[config.mk]
export PLATFORM = sky130hd
export DESIGN_NAME = frame_packetizer
export DESIGN_NICKNAME = d
export VERILOG_FILES = /design/src/rtl/frame_packetizer_pkg.sv /design/src/rtl/frame_rr_arbiter.sv /design/src/rtl/frame_packetizer.sv
export SDC_FILE = /design/constraint.sdc
export NUM_CORES = 1
export LEC_CHECK = 0
export ABC_CLOCK_PERIOD_IN_PS = 3000
export CAP_MARGIN = 40
export CORE_MARGIN = 1.5
export CORE_UTILIZATION = 35
export DETAILED_ROUTE_END_ITERATION = 7
export DONT_BUFFER_PORTS = 1
export GPL_TIMING_DRIVEN = 1
export MAX_ROUTING_LAYER = met4
export SYNTH_ARGS = -nofsm -noshare
export SYNTH_HDL_FRONTEND = slang
export SYNTH_SLANG_ARGS = --single-unit
[constraint.sdc]
create_clock -name clk -period 3 [get_ports clk]
set_input_delay 0.15 -clock clk [delete_from_list [all_inputs] [get_ports clk]]
set_output_delay 0.15 -clock clk [all_outputs]
set_load 0.05 [all_outputs]
[src/rtl/frame_packetizer_pkg.sv]
// frame_packetizer_pkg: shared header layout, FSM states and length helper
package frame_packetizer_pkg;
  localparam logic [7:0] HDR_MAGIC = 8'hA5;
  localparam int HDR_MAGIC_LSB = 24;
  localparam int HDR_CH_LSB = 20;
  localparam int HDR_LAST_BIT = 19;
  localparam int HDR_SEQ_LSB = 8;
  localparam int HDR_FRAG_LSB = 0;
  localparam logic [1:0] S_IDLE = 2'd0;
  localparam logic [1:0] S_START = 2'd1;
  localparam logic [1:0] S_HDR = 2'd2;
  localparam logic [1:0] S_DATA = 2'd3;
  function automatic logic [15:0] pkt_bytes(input logic [15:0] words);
    return 16'((32'(words) + 32'd1) * 32'd4);
  endfunction
endpackage

[src/rtl/frame_rr_arbiter.sv]
// frame_rr_arbiter: combinational round-robin pick starting after the last grant
module frame_rr_arbiter #(
  parameter int N_CH = 4,
  parameter int CW = 2
) (
  input  logic [N_CH-1:0] req_i,
  input  logic [CW-1:0]   last_i,
  output logic [CW-1:0]   gnt_o,
  output logic            vld_o
);
  // scan farthest to nearest so the nearest pending channel after last_i wins
  always_comb begin
    gnt_o = '0;
    vld_o = 1'b0;
    for (int i = N_CH; i >= 1; i--) begin
      if (req_i[(int'(last_i) + i) % N_CH]) begin
        gnt_o = CW'((int'(last_i) + i) % N_CH);
        vld_o = 1'b1;
      end
    end
  end
endmodule

[src/rtl/frame_packetizer.sv]
// frame_packetizer: round-robin multi-channel frame to header+payload packet stream
module frame_packetizer
  import frame_packetizer_pkg::*;
#(
  parameter int N_CH = 4,
  parameter int DW = 32,
  parameter int SIZE_W = 16,
  parameter int MAX_PKT_WORDS = 256
) (
  input  logic                   clk,
  input  logic                   rst,
  input  logic [N_CH-1:0]        i_frame_ready,
  input  logic [N_CH*SIZE_W-1:0] i_frame_size,
  input  logic [N_CH*DW-1:0]     i_in_data,
  input  logic [N_CH-1:0]        i_in_vld,
  output logic [N_CH-1:0]        o_in_rdy,
  output logic [DW-1:0]          o_out_data,
  output logic                   o_out_vld,
  input  logic                   i_out_rdy,
  output logic                   o_out_sop,
  output logic                   o_out_eop,
  output logic                   o_pkt_start,
  output logic [15:0]            o_pkt_len,
  output logic                   o_busy,
  output logic [15:0]            o_ovf_cnt
);
  localparam int CW = (N_CH > 1) ? $clog2(N_CH) : 1;
  localparam logic [SIZE_W-1:0] MAXW = SIZE_W'(MAX_PKT_WORDS);
  logic [1:0] state_q, state_d;
  logic [N_CH-1:0] pend_q, pend_d;
  logic [SIZE_W-1:0] size_q [N_CH];
  logic [7:0] seq_q [N_CH];
  logic [CW-1:0] last_q, ch_q, gnt;
  logic arb_vld;
  logic [SIZE_W-1:0] rem_q, cnt_q, fw;
  logic [7:0] frag_q;
  logic lastf_q;
  logic [15:0] len_q, ovf_q, ovf_d;
  logic [4:0] n_lost;
  logic [16:0] ovf_sum;
  logic hs, lastw;
  logic [31:0] hdr;

  frame_rr_arbiter #(.N_CH(N_CH), .CW(CW)) u_arb (
    .req_i(pend_q), .last_i(last_q), .gnt_o(gnt), .vld_o(arb_vld)
  );

  assign fw = (rem_q > MAXW) ? MAXW : rem_q;
  assign hs = (state_q == S_DATA) && i_in_vld[ch_q] && i_out_rdy;
  assign lastw = (cnt_q == SIZE_W'(1));

  // next state, pending bookkeeping and saturating overflow count
  always_comb begin
    unique case (state_q)
      S_IDLE:  state_d = (arb_vld && size_q[gnt] != '0) ? S_START : S_IDLE;
      S_START: state_d = S_HDR;
      S_HDR:   state_d = i_out_rdy ? S_DATA : S_HDR;
      default: state_d = !(hs && lastw) ? S_DATA : (rem_q != SIZE_W'(1) ? S_START : S_IDLE);
    endcase
    pend_d = pend_q | i_frame_ready;
    if (state_q == S_IDLE && arb_vld) pend_d[gnt] = 1'b0;
    n_lost = '0;
    for (int c = 0; c < N_CH; c++) n_lost = n_lost + 5'(pend_q[c] & i_frame_ready[c]);
    ovf_sum = {1'b0, ovf_q} + 17'(n_lost);
    ovf_d = ovf_sum[16] ? 16'hFFFF : ovf_sum[15:0];
  end

  // header word assembled from the packed field positions
  always_comb begin
    hdr = '0;
    hdr[HDR_MAGIC_LSB +: 8] = HDR_MAGIC;
    hdr[HDR_CH_LSB +: 4] = 4'(ch_q);
    hdr[HDR_LAST_BIT] = lastf_q;
    hdr[HDR_SEQ_LSB +: 8] = seq_q[ch_q];
    hdr[HDR_FRAG_LSB +: 8] = frag_q;
  end

  // output stream: header in HDR, direct source pass-through in DATA
  always_comb begin
    o_busy = state_q != S_IDLE;
    o_pkt_start = state_q == S_START;
    o_pkt_len = o_pkt_start ? pkt_bytes(16'(fw)) : len_q;
    o_out_sop = state_q == S_HDR;
    o_out_vld = o_out_sop || (state_q == S_DATA && i_in_vld[ch_q]);
    o_out_eop = state_q == S_DATA && i_in_vld[ch_q] && lastw;
    o_out_data = (state_q == S_DATA) ? i_in_data[ch_q*DW +: DW] : (o_out_sop ? hdr : '0);
    o_in_rdy = '0;
    o_in_rdy[ch_q] = state_q == S_DATA && i_out_rdy;
    o_ovf_cnt = ovf_q;
  end

  // state, per-channel capture, grant loading and fragment counters
  always_ff @(posedge clk) begin
    if (rst) begin
      state_q <= S_IDLE;
      pend_q <= '0;
      last_q <= CW'(N_CH - 1);
      ch_q <= '0;
      rem_q <= '0;
      cnt_q <= '0;
      frag_q <= '0;
      lastf_q <= 1'b0;
      len_q <= '0;
      ovf_q <= '0;
      for (int c = 0; c < N_CH; c++) begin
        size_q[c] <= '0;
        seq_q[c] <= '0;
      end
    end else begin
      state_q <= state_d;
      pend_q <= pend_d;
      ovf_q <= ovf_d;
      for (int c = 0; c < N_CH; c++)
        if (i_frame_ready[c] && !pend_q[c]) size_q[c] <= i_frame_size[c*SIZE_W +: SIZE_W];
      if (state_q == S_IDLE && arb_vld) begin
        last_q <= gnt;
        ch_q <= gnt;
        rem_q <= size_q[gnt];
        frag_q <= '0;
      end
      if (state_q == S_START) begin
        cnt_q <= fw;
        lastf_q <= rem_q <= MAXW;
        len_q <= pkt_bytes(16'(fw));
      end
      if (hs) begin
        cnt_q <= cnt_q - SIZE_W'(1);
        rem_q <= rem_q - SIZE_W'(1);
        if (lastw && rem_q != SIZE_W'(1)) frag_q <= frag_q + 8'd1;
        if (lastw && rem_q == SIZE_W'(1)) seq_q[ch_q] <= seq_q[ch_q] + 8'd1;
      end
    end
  end
endmodule
==> results of run 1 <==
[layout by cell type, fill, tap and decap left out, types with 9 or more instances in the layout]
cell and count:
dfxtp_1 80, buf_4 83, nand3_1 31, nor3_1 19, or3_1 9, inv_1 30, o21ai_1 14, xor2_1 12
nand2_1 104, a32oi_1 16, nand2b_1 17, dlygate4sd3_1 69, a21oi_1 60, edfxtp_1 96, and2_1 76, nor2_1 100
ha_1 10, clkbuf_16 17, mux4_2 41, a22o_1 9, nor2b_1 30, xnor2_1 13, o21ai_0 19
[stage by stage]
step                      area (sq um)  setup slack [ns]   TNS, ns
final                            12200             0.149         0
after global routing             12200          -0.00579  -0.00717
after CTS                        12100           0.00198         0
after detailed placement         10700            0.0152         0
after global placement           10600            0.0872         0
after floorplan                   9700           -0.0106   -0.0106
[worst paths after layout]
path                            from                   endpoint  slack (ns)  cells after the start
min                              rst  seq_q[1][7]$_SDFFCE_PN0P_        0.07                      2
max           rem_q[12]$_SDFFE_PP0P_              o_pkt_len[10]        0.15                     12
min reg2reg   cnt_q[15]$_SDFFE_PP0P_     cnt_q[15]$_SDFFE_PP0P_        0.50                      1
max reg2reg  o_ovf_cnt[0]$_SDFF_PP0_   o_ovf_cnt[10]$_SDFF_PP0_        0.20                     12
[area by class of cell]
class,count,share of cell area (%)
Antenna cell,1,0.0206
Clock inverter,14,1.34
Clock buffer,17,3.50
Sequential cell,181,37.7
Multi-Input combinational cell,703,39.9
Timing Repair Buffer,164,12.7
Tap cell,372,3.83
Inverter,30,0.926
[critical path: stages (launching register included)]
cell,delay (ns)
dfxtp_2,0.33
or3_4,0.40
nor4_4,0.13
buf_4,0.17
nand2b_4,0.06
a21oi_4,0.13
and2_4,0.18
ha_4,0.16
nand2_4,0.05
nor2_4,0.10
a41oi_1,0.16
a21oi_2,0.24
buf_12,0.16
[metal layers]
layer	track usage, %	vias to the layer above
met2	37.3	327
met1	23.4	3760
met5	-	-
met3	2.99	41
met4	7.16	0
li1	-	3761
[state kept, by name (all words and copies together), names as in the netlist, 4 cells and up, named ones only]
register,flops
cnt_q,16
frag_q,8
len_q,16
o_ovf_cnt,16
pend_q,4
rem_q,16
seq_q,32
size_q,64
[power by group]
group / leakage, nW / internal, mW / switching, mW / total (mW)
clock: 0.287 / 1.19 / 1.08 / 2.26
sequential: 1.72 / 3.00 / 0.315 / 3.31
combinational: 2.54 / 2.05 / 3.32 / 5.37
[what timing repair did]
item	CTS	global route
buffers inserted	2	0
setup endpoints to repair	4	16
endpoints found under the hold margin	149	0
pin swaps	4	7
hold buffers	70	0
gates resized for setup	9	13
[logic make-up after synthesis]
logic type	after synthesis	share of synthesized area, %
xor+xnor	25	2.26
fa+ha+maj	16	2.30
buf+inv	94	3.70
flops	181	47.3
simple gates	434	22.4
mux	45	9.95
compound gates	183	12.1
==> impl_results.md, run 1 <==
* Hpwl dp at around 21000 um
* Total gr overflow at 0
* CTS tree: yes
* Slew Limit Fails at 0
* Period utilisation layout at 95.0%
* RD Place Congestion at 0.833
* H-Tree Depth at 4
* Pwr Density at 900 nW/um^2
* Area taken by multi-input logic gates at roughly 4900 sq um
* Synth top area cells: edfxtp_1 (30%), dfxtp_1 (18%), mux4_2 (9.5%), and2_1 (5.0%), nand2_1 (4.1%)
* Worst Max-Slew Pin Slew at between 0.9 and 1 ns
* Die Wd at 169 um
* Outcome: complete, but fails checks
* TritonCTS buffer count at 17
* FF+latch count, synth at approximately 180
* Drt first pass iters at 8
* Clk buf depth at 2
* FFs w/ async S/R, synth at 0%
* Final hold violations at 0
* Max VDD drop at approximately 450 uV
* Filler instances at approximately 2.5k
* Via/cell ratio at about 5.3
* Core Util, Final at approximately 45%
* Syn. warnings at 0
* Min Hold Slack at just over 0.07 ns
* Root Buffer: clkbuf_16
* Count of input and output buffers at 0
* Die height at roughly 170 um
* Critical Setup Path Class: reg2out
* Drt drc at 9
* Finished Layout Cells at around 1.5k
* Largest net degree at the start of global routing at between 80 and 90
* Highest Clock Rate at 351 MHz
* Core Area at 27100 sq um
* Vias at between 7k and 8k
* DP Cell Count at roughly 1.4k
* Final nets at ~1.3k
* Most common cell in the netlist: nand2_1
* Global Route Usage Sum at 20.7%
* Ys flop type: edfxtp_1
* Final ANT Viol Nets at 0
* Cell count after synthesis at 978
* Crit path capture type: primary output
* Required @ worst endpoint at 2.85 ns
* Failing checks: design-rule violations
* Hold Crit Class: in2reg
* First-pass GRT wire length at approximately 44000 um
* Vias in the first global route at ~7.9k
* Max-cap violations at 0
* Sequential area share after synthesis at about 47%
* Tot Pwr at 10.9 mW
* RSZ-0062 raised after global routing: true
* Layout area overhead at 25.5%
* Synthesized cell area at a little under 10000 sq um
* Row Count at 60
* Number of synthesized flops with an enable pin at between 90 and 100
* Met2 WL post-DR at about 15000 um
* Initial drt markers at roughly 470
* Ports at between 200 and 300
* CP Data Arrival Time at approximately 2.7 ns
* Top routing layer used: met4
* Yosys top cell area share at 29.7%
* DRT Wirelength at ~29000 um
* Yosys top cell by area: edfxtp_1
* # clock sinks at around 180
* WL met1 at approximately 11000 um
* Post-Syn Nets at around 1.2k
* Synth Area per Inst at a little under 10 sq um
* Slew margin rel. at roughly two fifths
* Leak at around 4.5 nW
* Distinct cell type count after synthesis at between 50 and 60
* Setup violators final at 0
* Critical Path Fanout Max at 3
* Layout cell share with drive strength beyond 1 at between 15 and 20%
* Clk_skew at 0.0156 ns
* WL/cell at a little under 20 um
* Clock transition at path regs at about 0.080 ns
* Initial core utilization at around 36%
* Met3 routed WL at 1720 um
* Initial antenna violation count at 1
* Post-synth top cells: nand2_1 (106), nor2_1 (102), edfxtp_1 (96)
* Crit path time final at between 2 and 3 ns
* Die area at about 29000 sq um
* CP Launch Type: register
* Reg area at around 4600 sq um
* Worst-Skew Late Latency at roughly 0.44 ns
Note: power is estimated with default switching activity, not from simulation.
==> inputs of run 2 (changes only) <==
- ABC_AREA: not set -> 0
- CELL_PAD_IN_SITES_DETAIL_PLACEMENT: not set -> 0
- CELL_PAD_IN_SITES_GLOBAL_PLACEMENT: not set -> 1
- PLACE_DENSITY_LB_ADDON: not set -> 0.1
==> impl_results.md, run 2 (synthesis results as in run 1) <==
* CP Launch Type: register
* Setup violators final at 0 (unchanged)
* Sw Share at 43.1% (+0.10 points)
* Outcome: finished, final reports clean
* Hold EP: size_q[3][4]$_SDFFCE_PN0P_
* Crit path capture type: register
* Worst Max-Slew Pin Slew at 0.871 ns (-0.0360 ns)
* Count of input and output buffers at 0 (unchanged)
* Layout cell share with drive strength beyond 1 at 18.4% (+0.57 points)
* Critical Path Fanout Max at 3 (unchanged)
* First-pass GRT wire length at 45800 um (+4.5%)
* Critical Setup Path Class: reg2reg
* R2R Setup Slk at 0.17 ns (-0.03 ns)
* Die height at 169 um (unchanged)
* Max-cap violations at 0 (unchanged)
* CP Data Arrival Time at 3.15 ns (+0.45 ns)
* Clk buf depth at 2 (unchanged)
* Largest net degree at the start of global routing at 85 (unchanged)
* H-Tree Depth at 4 (unchanged)
* Pwr Density at 907 nW/um^2 (+0.78%)
* Total gr overflow at 0 (unchanged)
* Cell Int Power at 6.34 mW (+1.7%)
* Core Area at 27100 sq um (unchanged)
* Commonest cells after routing, fill and taps aside: nand2_1 (104), nor2_1 (101), edfxtp_1 (96)
* Crit path time final at 2.83 ns (-0.0168 ns)
* Reg with most FFs: size_q
* Drt first pass iters at 6 (-2)
* Vias in the first global route at 7759 (-1.3%)
* Sw Pwr at 4.81 mW (+2.1%)
* RD Place Congestion at 0.777 (-6.8%)
* Leak at 4.61 nW (+1.5%)
* Commonest non-fill, non-tap cell in the layout: nand2_1
* Largest register FFs at 64 (unchanged)
* TritonCTS buffer count at 17 (unchanged)
* Finished Layout Cells at 1497 (+1.0%)
* Initial core utilization at 35.8% (unchanged)
* Die Wd at 169 um (unchanged)
* # clock sinks at 181 (unchanged)
* Vias at 7799 (-1.1%)
* Period utilisation layout at 94.5% (-0.56 points)
* Combinational cell fraction of total power at 48.8% (-0.3 points)
* Worst Reg2Reg Path Length in Cells at 12 (unchanged)
* Hpwl dp at 21600 um (+5.0%)
* Slew margin rel. at 41.7% (+2.4 points)
* CTS tree: yes
* Register share of total power at 29.6% (-0.7 points)
* Initial antenna violation count at 7 (+6)
* R2r startpoint: o_ovf_cnt[0]$_SDFF_PP0_
* WL/cell at 20.5 um (+4.7%)
* Max VDD drop at 364 uV (-20%)
* Die area at 28700 sq um (unchanged)
* Root Buffer: clkbuf_16
* RSZ-0062 raised after global routing: false
* Clock share of power at 21.6% (+0.9 points)
* Hold Path Stages at 2 (unchanged)
* Clk_skew at 0.0180 ns (+0.00233 ns)
* Clock transition at path regs at 0.08 ns (about the same)
* Worst Hold Launch: rst
* Slew Limit Fails at 0 (unchanged)
* Worst-Skew Late Latency at 0.44 ns (about the same)
* Worst reg2reg endpoint: o_ovf_cnt[10]$_SDFF_PP0_
* Initial drt markers at 512 (+10%)
* Final hold violations at 0 (unchanged)
* Required @ worst endpoint at 3.32 ns (+0.47 ns)
* Final nets at 1324 (+0.61%)
* Highest Clock Rate at 353 MHz (+0.59%)
* Layout area overhead at 26.8%
* Top Registers: size_q: 64 flops, seq_q: 32 flops
* Drt drc at 0 (-9)
* Ports at 276 (unchanged)
* Final ANT Viol Nets at 0 (unchanged)
* Row Count at 60 (unchanged)
* Via/cell ratio at 5.21 (-2.1%)
* Tot Pwr at 11.1 mW (+1.9%)
* DRT Wirelength at 30600 um (+5.8%)
* Hold Crit Class: in2reg
* Global Route Usage Sum at 21.9% (+1.2 points)
* DP Cell Count at 1383 (+0.36%)
run 2: cell count changes in the layout (fill, tap and decap cells not counted), sizes merged:
| cell | previous run | this run |
|---|---|---|
| diode | 1 | 7 |
| clkinvlp | 1 | 0 |
| clkinv | 4 | 1 |
| bufinv | 1 | 2 |
| buf | 95 | 103 |
| inv | 38 | 42 |
run 2: worst max-delay path by stage:
stage / cells after the start / slack, ns / end / start
6_report: 12 / 0.17 / o_ovf_cnt[10]$_SDFF_PP0_ / o_ovf_cnt[0]$_SDFF_PP0_
5_1_grt: 11 / 0.01 / o_pkt_len[10] / rem_q[12]$_SDFFE_PP0P_
4_1_cts: 12 / -0.01 / o_pkt_len[8] / rem_q[12]$_SDFFE_PP0P_
3_5_place_dp: 11 / -0.009 / o_ovf_cnt[0]$_SDFF_PP0_ / pend_q[0]$_SDFF_PP0_
3_3_place_gp: 11 / 0.05 / o_ovf_cnt[0]$_SDFF_PP0_ / o_ovf_cnt[0]$_SDFF_PP0_
2_1_floorplan: 13 / -0.01 / len_q[8]$_SDFF_PP0_ / rem_q[10]$_SDFFE_PP0P_
run 2: repair_timing:
| item | 4_1_cts | 5_1_grt |
|---|---|---|
| endpoints found under the hold margin | 149 | 0 |
| setup buffers | 4 | 1 |
| hold buffers | 70 | 0 |
| resized for setup | 17 | 3 |
| pin swaps | 8 | 5 |
| setup endpoints to repair | 7 | 14 |
run 2: layout make-up:
type,instances,area (sq um)
antenna,7,17.5
clock buffer,17,425
clock inverter,15,199
fill,2602,14800
inverter,30,113
multi-input combinational,703,4840
sequential,181,4590
tap,372,465
timing repair buffer,172,1640
run 2: stage by stage:
stage	hold slack, ns	setup TNS (ns)	util [%]	worst slack (ns)	instance area, sq um
after floorplan	0.320	-0.0106	-	-0.0106	9700
after global placement	0.240	0	39.4	0.0457	10700
after detailed placement	0.240	-0.0168	39.9	-0.00864	10800
after CTS	0.0446	-0.0207	45.2	-0.0132	12300
after global routing	0.0589	0	45.4	0.0140	12300
final	0.0618	0	45.4	0.166	12300
run 2: routing by layer:
metal / routed length (um) / GRT usage (%) / up-vias
met1: 12700 / 25.1 / 3706
met2: 15500 / 38.2 / 273
met4: 917 / 9.08 / 0
met3: 1560 / 3.38 / 37
met5: 0 / - / -
li1: - / - / 3783
run 2: power groups by stage:
stage / Sequential (mW) / Clock, mW / Combinational [mW]
2_1_floorplan: 3.27 / 0 / 3.60
3_3_place_gp: 3.33 / 0 / 5.21
3_5_place_dp: 3.33 / 0 / 5.21
4_1_cts: 3.29 / 2.48 / 5.48
5_1_grt: 3.35 / 2.56 / 5.88
6_report: 3.30 / 2.41 / 5.44
run 2: worst max-delay path, stage by stage, from the launching register on:
cell	delay (ns)
dfxtp_2	0.34
inv_1	0.05
fa_1	0.52
inv_1	0.05
fa_1	0.46
fa_1	0.44
and3_1	0.23
nand3_1	0.13
buf_4	0.15
nor2_1	0.04
nand2_1	0.07
xor2_1	0.15
a21oi_1	0.08
